==> src/rtl/bus_drvr_fifo_pkg.sv <==
// Shared bus-wide sizing: packet width, per-driver FIFO depth, driver and bus counts.
package bus_parameters;
    localparam int bits     = 16;
    localparam int fif_Size = 10;
    localparam int drvrs    = 4;
    localparam int buses    = 1;
    localparam int cnt_w    = $clog2(fif_Size + 1);

    typedef logic [$clog2(fif_Size)-1:0] ptr_t;
endpackage

==> src/rtl/bus_drvr_fifo_if.sv <==
// Driver-to-bus handshake bundle; master is the agent/bus side, slave is the FIFO.
interface bus_drvr_fifo_if #(
    parameter int bits  = bus_parameters::bits,
    parameter int depth = bus_parameters::fif_Size
);
    logic                         push;
    logic [bits-1:0]              D_push;
    logic                         pop;
    logic [bits-1:0]              D_pop;
    logic                         pndng;
    logic                         full;
    logic [$clog2(depth+1)-1:0]   count;
    logic                         ovf;
    logic                         udf;
    logic [7:0]                   drops;

    modport master (
        output push, D_push, pop,
        input  D_pop, pndng, full, count, ovf, udf, drops
    );

    modport slave (
        input  push, D_push, pop,
        output D_pop, pndng, full, count, ovf, udf, drops
    );
endinterface

==> src/rtl/bus_fifo_ptr.sv <==
// FIFO pointer that wraps from depth-1 back to 0, so depth need not be a power of two.
module bus_fifo_ptr #(
    parameter  int depth = 10,
    localparam int w     = $clog2(depth)
) (
    input  logic         clk,
    input  logic         reset,
    input  logic         inc,
    output logic [w-1:0] ptr
);

    always_ff @(posedge clk) begin
        if (!reset) begin
            ptr <= '0;
        end else if (inc) begin
            ptr <= (ptr == w'(depth - 1)) ? '0 : ptr + 1'b1;
        end
    end

endmodule

==> src/rtl/bus_drvr_fifo.sv <==
// Show-ahead per-driver transmit FIFO with overflow/underflow pulses and saturating drop count.
module bus_drvr_fifo
    import bus_parameters::*;
#(
    parameter int bits  = bus_parameters::bits,
    parameter int depth = bus_parameters::fif_Size
) (
    input  logic              clk,
    input  logic              reset,
    bus_drvr_fifo_if.slave    bus
);

    localparam int ptr_w = $clog2(depth);
    localparam int c_w   = $clog2(depth + 1);

    logic [bits-1:0]  mem [depth];
    logic [ptr_w-1:0] wr_ptr;
    logic [ptr_w-1:0] rd_ptr;
    logic [c_w-1:0]   count_q;
    logic             ovf_q;
    logic             udf_q;
    logic [7:0]       drops_q;

    logic empty;
    logic is_full;
    logic wr_en;
    logic rd_en;
    logic drop;

    assign empty   = (count_q == '0);
    assign is_full = (count_q == c_w'(depth));
    // At full a simultaneous pop frees the head slot, so the push is still taken.
    assign wr_en   = bus.push && (!is_full || bus.pop);
    assign rd_en   = bus.pop && !empty;
    assign drop    = bus.push && is_full && !bus.pop;

    bus_fifo_ptr #(.depth(depth)) u_wr_ptr (
        .clk   (clk),
        .reset (reset),
        .inc   (wr_en),
        .ptr   (wr_ptr)
    );

    bus_fifo_ptr #(.depth(depth)) u_rd_ptr (
        .clk   (clk),
        .reset (reset),
        .inc   (rd_en),
        .ptr   (rd_ptr)
    );

    always_ff @(posedge clk) begin
        if (reset && wr_en) begin
            mem[wr_ptr] <= bus.D_push;
        end
    end

    always_ff @(posedge clk) begin
        if (!reset) begin
            count_q <= '0;
            ovf_q   <= 1'b0;
            udf_q   <= 1'b0;
            drops_q <= '0;
        end else begin
            ovf_q <= drop;
            udf_q <= bus.pop && empty;
            case ({wr_en, rd_en})
                2'b10:   count_q <= count_q + 1'b1;
                2'b01:   count_q <= count_q - 1'b1;
                default: count_q <= count_q;
            endcase
            if (drop && drops_q != 8'hFF) begin
                drops_q <= drops_q + 1'b1;
            end
        end
    end

    assign bus.pndng = !empty;
    assign bus.full  = is_full;
    assign bus.count = count_q;
    assign bus.D_pop = empty ? '0 : mem[rd_ptr];
    assign bus.ovf   = ovf_q;
    assign bus.udf   = udf_q;
    assign bus.drops = drops_q;

endmodule
==> src/flat_wrapper.sv <==
// flat-port wrapper written by rule: the top's interface ports become plain ports
module bus_drvr_fifo_flat import bus_parameters::*;
#(
    parameter int bits  = bus_parameters::bits,
    parameter int depth = bus_parameters::fif_Size
)
  (clk, reset, bus_push, bus_D_push, bus_pop, bus_D_pop, bus_pndng, bus_full, bus_count, bus_ovf, bus_udf, bus_drops);
  bus_drvr_fifo_if #(.bits(bits), .depth(depth)) bus_i ();
  input  logic clk;
  input  logic reset;
  input wire logic [$bits(bus_i.push)-1:0] bus_push;
  input wire logic [$bits(bus_i.D_push)-1:0] bus_D_push;
  input wire logic [$bits(bus_i.pop)-1:0] bus_pop;
  output wire logic [$bits(bus_i.D_pop)-1:0] bus_D_pop;
  output wire logic [$bits(bus_i.pndng)-1:0] bus_pndng;
  output wire logic [$bits(bus_i.full)-1:0] bus_full;
  output wire logic [$bits(bus_i.count)-1:0] bus_count;
  output wire logic [$bits(bus_i.ovf)-1:0] bus_ovf;
  output wire logic [$bits(bus_i.udf)-1:0] bus_udf;
  output wire logic [$bits(bus_i.drops)-1:0] bus_drops;
  assign bus_i.push = bus_push;
  assign bus_i.D_push = bus_D_push;
  assign bus_i.pop = bus_pop;
  assign bus_D_pop = bus_i.D_pop;
  assign bus_pndng = bus_i.pndng;
  assign bus_full = bus_i.full;
  assign bus_count = bus_i.count;
  assign bus_ovf = bus_i.ovf;
  assign bus_udf = bus_i.udf;
  assign bus_drops = bus_i.drops;
  bus_drvr_fifo #(.bits(bits), .depth(depth)) u_core (.clk(clk), .reset(reset), .bus(bus_i));
endmodule
==> config.mk <==
export PLATFORM = sky130hd
export DESIGN_NAME = bus_drvr_fifo_flat
export DESIGN_NICKNAME = d
export VERILOG_FILES = /design/src/rtl/bus_drvr_fifo_pkg.sv /design/src/rtl/bus_drvr_fifo_if.sv /design/src/rtl/bus_fifo_ptr.sv /design/src/rtl/bus_drvr_fifo.sv /design/src/flat_wrapper.sv
export SDC_FILE = /design/constraint.sdc
export NUM_CORES = 1
export LEC_CHECK = 0
export BUFFER_PORTS_ARGS = -buffer_cell sky130_fd_sc_hd__buf_4
export CORE_MARGIN = 10
export CORE_UTILIZATION = 35
export DETAILED_ROUTE_END_ITERATION = 10
export GPL_TIMING_DRIVEN = 0
export MAX_ROUTING_LAYER = met4
export REMOVE_ABC_BUFFERS = 1
export SLEW_MARGIN = 10
export SYNTH_ARGS = -nofsm -noshare
export SYNTH_HDL_FRONTEND = slang
export SYNTH_SLANG_ARGS = --single-unit
==> constraint.sdc <==
create_clock -name clk -period 2.9 [get_ports clk]
set_clock_uncertainty 0.1 [all_clocks]
set_input_delay 0.145 -clock clk [delete_from_list [all_inputs] [get_ports clk]]
set_output_delay 0.145 -clock clk [all_outputs]
set_load 0.02 [all_outputs]
==> impl_results.md <==
- Final setup vio count: 0
- Worst-path cell chain: nand4bb_4 > o211ai_1 > or3_1 > nor2_2 > buf_6
- Core box area: 20400 µm²
- Site Rows: 52
- Clock buffer depth: 2
- Hold Vio Cnt, Final: 0
- Critical path class: reg -> reg
- Switching share of total power: 0.279
- Die Y: between 150 and 200 µm
- Status: finished, final reports clean
- Die area: ~27000 µm²
- Class of the worst hold path: in -> reg
- Max cap viols: 0
- Rel. slew slack: 0.490
- Critical path arrival: roughly 2.7 ns
- CP Launch Type: flop
- Initial Util: 0.358
- Share of layout cells above drive strength 1: 0.298
- Post-synthesis sequential area ratio: 0.730
- FF+latch count, synth: 186
- Synth async-reset ratio: 0
- Worst VDD drop: 0.684 mV
- Largest net degree at the start of global routing: 35
- Synthesized instance count: 408
- Cell internal pwr: ~5.3 mW
- FMAX: between 300 and 400 MHz
- Leak Pwr: about 3.0 nW
- DP HPWL: approximately 10000 µm
- Crit path max-delay cell type: nor2_2
- Total Wirelength: 15100 µm
- Critical path peak fanout: 10
- Clock Latency Late Sink: 0.42 ns
- First-pass GRT wire length: approximately 24000 µm
- RD Place Congestion: 0.832
- I/O pin cnt: between 50 and 60
- Routed length per instance: ~19 µm
- Via count: just under 4000
- Multi-input gate area: 1900 µm²
- Reg area: 5330 µm²
- Pins Over Slew Limit: 0
- Worst setup margin: around 0.22 ns
- All-Layer GR Usage: 0.121
- Total negative slack: 0 ns
- Mapped cell area: 7290 µm²
- Sink Count: between 150 and 200
- Ant. Diodes: 0
- Initial DRC count: approximately 230
- Crit share post-route: 0.926
- Crit path required time: just under 3 ns
- Tightest Pin Transition: approximately 0.76 ns
- Main synth FF type: edfxtp_1
- CTS tree: yes
- Fill cells: between 1500 and 2000
- Port bufs: 51
- CTS root buf: clkbuf_16
- Total power: between 7 and 8 mW
- Pwr/cell area: between 800 and 900 nW/µm²
- Net Switching: slightly above 2 mW
- Part of the power in registers: 0.426
- Yosys Warn Count: 0
- Worst-path clk slew: roughly 0.070 ns
- Number of global-route vias before repair: about 4200
- Vias/cell: roughly 5.1
- Synth cell types: 48
- Initial DRT Pass Iterations: 4
- Area Growth Syn to Fin: 23.6%
- Crit. End Element: flop
- Final worst path period need: 2.68 ns
- # DRC: 0
- Syn avg cell area: between 15 and 20 µm²
- ANT nets after route: 0
- Gate power share: 0.245
- Die Width: 164 µm
- Initial antenna violation count: 0
- TritonCTS buffer count: 17
- H-Tree Level Count: 4
- Clock Power Share: 0.329
- RSZ-0062 raised after global routing: no
- Worst slack after detailed placement: -0.106 ns
- Crit-path max cell delay: 0.65 ns
- Net count, final: between 500 and 600
- Fin util: 0.443
- Post-synth EDFFs: 160
- Gr ovfl total: 0
## per-stage QoR
stage | cell area (µm²) | hold slack (ns) | cells
after floorplan | 7200 | 0.144 | 389
final | 9020 | 0.0637 | 780
after global placement | 7920 | 0.290 | 710
after CTS | 9010 | 0.0601 | 780
after global routing | 9020 | 0.0684 | 780
after detailed placement | 8200 | 0.298 | 728
## sequential cells by signal (all words and copies together) (netlist names), named ones only
register	flops
u_core.bus.udf	1
u_core.u_rd_ptr.ptr	4
u_core.mem	160
u_core.bus.ovf	1
u_core.bus.drops	8
u_core.bus.count	4
u_core.u_wr_ptr.ptr	4
## area by class of cell
| class | instances | area share |
|---|---|---|
| multi-input combinational | 198 | 0.210 |
| clock buffer | 17 | 0.0472 |
| clock inverter | 15 | 0.0214 |
| timing repair buffer | 89 | 0.0903 |
| tap | 270 | 0.0375 |
| sequential | 186 | 0.591 |
| inverter | 5 | 0.00208 |
## Yosys cell counts (3+ instances only)
master | count | area, µm²
mux2i_1 | 19 | 190
nand2_1 | 14 | 52.6
and3_1 | 3 | 18.8
nor2_1 | 14 | 52.6
a31oi_1 | 3 | 18.8
a211oi_1 | 17 | 128
edfxtp_1 | 160 | 4800
dfxtp_1 | 26 | 521
inv_1 | 3 | 11.3
nand2b_1 | 7 | 43.8
o21ai_0 | 8 | 40.0
nor3_1 | 8 | 40.0
a21oi_1 | 9 | 45.0
ha_1 | 4 | 50.1
nand3_1 | 3 | 15.0
o22ai_1 | 18 | 113
clkbuf_1 | 7 | 26.3
or3_1 | 6 | 37.5
nor2b_1 | 4 | 25.0
buf_2 | 7 | 35.0
mux4_2 | 32 | 721
xor2_1 | 5 | 43.8
## kinds of logic after synthesis
kind of cell | Yosys count | share of synthesized area
flops | 186 | 0.730
simple gates | 75 | 0.0600
mux | 51 | 0.125
compound gates | 62 | 0.0554
buf+inv | 24 | 0.0156
fa+ha+maj | 4 | 0.00686
xor+xnor | 6 | 0.00720
## critical path: cells and delay by family, from the launching register on
family	cells	cell delay, ns
AOI/OAI and AO/OA	1	0.19
buffers and inverters	1	0.24
DFF	1	0.49
and+or+nand+nor	3	1.38
## final timing paths
kind                            cells after the start  slack, ns                endpoint                    from
worst max-delay path                                5       0.22        u_core.mem[3][0]     u_core.bus.count[2]
worst max register to register                      5       0.22        u_core.mem[3][0]     u_core.bus.count[2]
worst min register to register                      2       0.41  u_core.u_wr_ptr.ptr[3]  u_core.u_wr_ptr.ptr[3]
worst min-delay path                                4       0.06  u_core.u_wr_ptr.ptr[0]                bus_push
## power groups by stage
stage	Combinational (mW)	Clock (mW)	Sequential (mW)
after floorplan	1.00	0	3.27
after global placement	1.60	0	3.32
after detailed placement	1.78	0	3.18
after CTS	1.83	2.47	3.13
after global routing	1.93	2.60	3.14
final	1.79	2.41	3.12
## repair_timing
item / 4_1_cts / 5_1_grt
setup buffers: 1 / 0
setup endpoints to repair: 17 / 1
resized for setup: 2 / 2
hold endpoints to repair: 167 / 0
hold buffers: 19 / 0
pin swaps: 1 / 0
## cells in the final DEF (no fill, tap or decap), types with 3 or more instances in the layout
cell type / count
a211oi_1: 17
a21oi_1: 9
a31oi_1: 3
and3_1: 3
buf_4: 55
buf_6: 9
bufinv_16: 4
clkbuf_16: 17
clkinv_1: 4
clkinv_2: 3
dfxtp_1: 23
dlygate4sd3_1: 19
edfxtp_1: 160
ha_1: 4
inv_1: 3
inv_6: 4
mux2i_1: 19
mux4_2: 32
nand2_1: 14
nand2b_1: 6
nand3_1: 3
nor2_1: 8
nor2_2: 6
nor2b_1: 4
nor3_1: 5
nor3_2: 3
o21ai_0: 7
o22ai_1: 18
or3_1: 6
xor2_1: 5
## routing by layer
layer | vias up | wire, µm | global-route usage
met5 | - | 0 | -
met4 | 0 | 148 | 0.0374
met3 | 10 | 732 | 0.0343
met2 | 83 | 7430 | 0.190
met1 | 2009 | 6750 | 0.148
li1 | 1842 | - | -
Note: power is estimated with default switching activity, not from simulation.
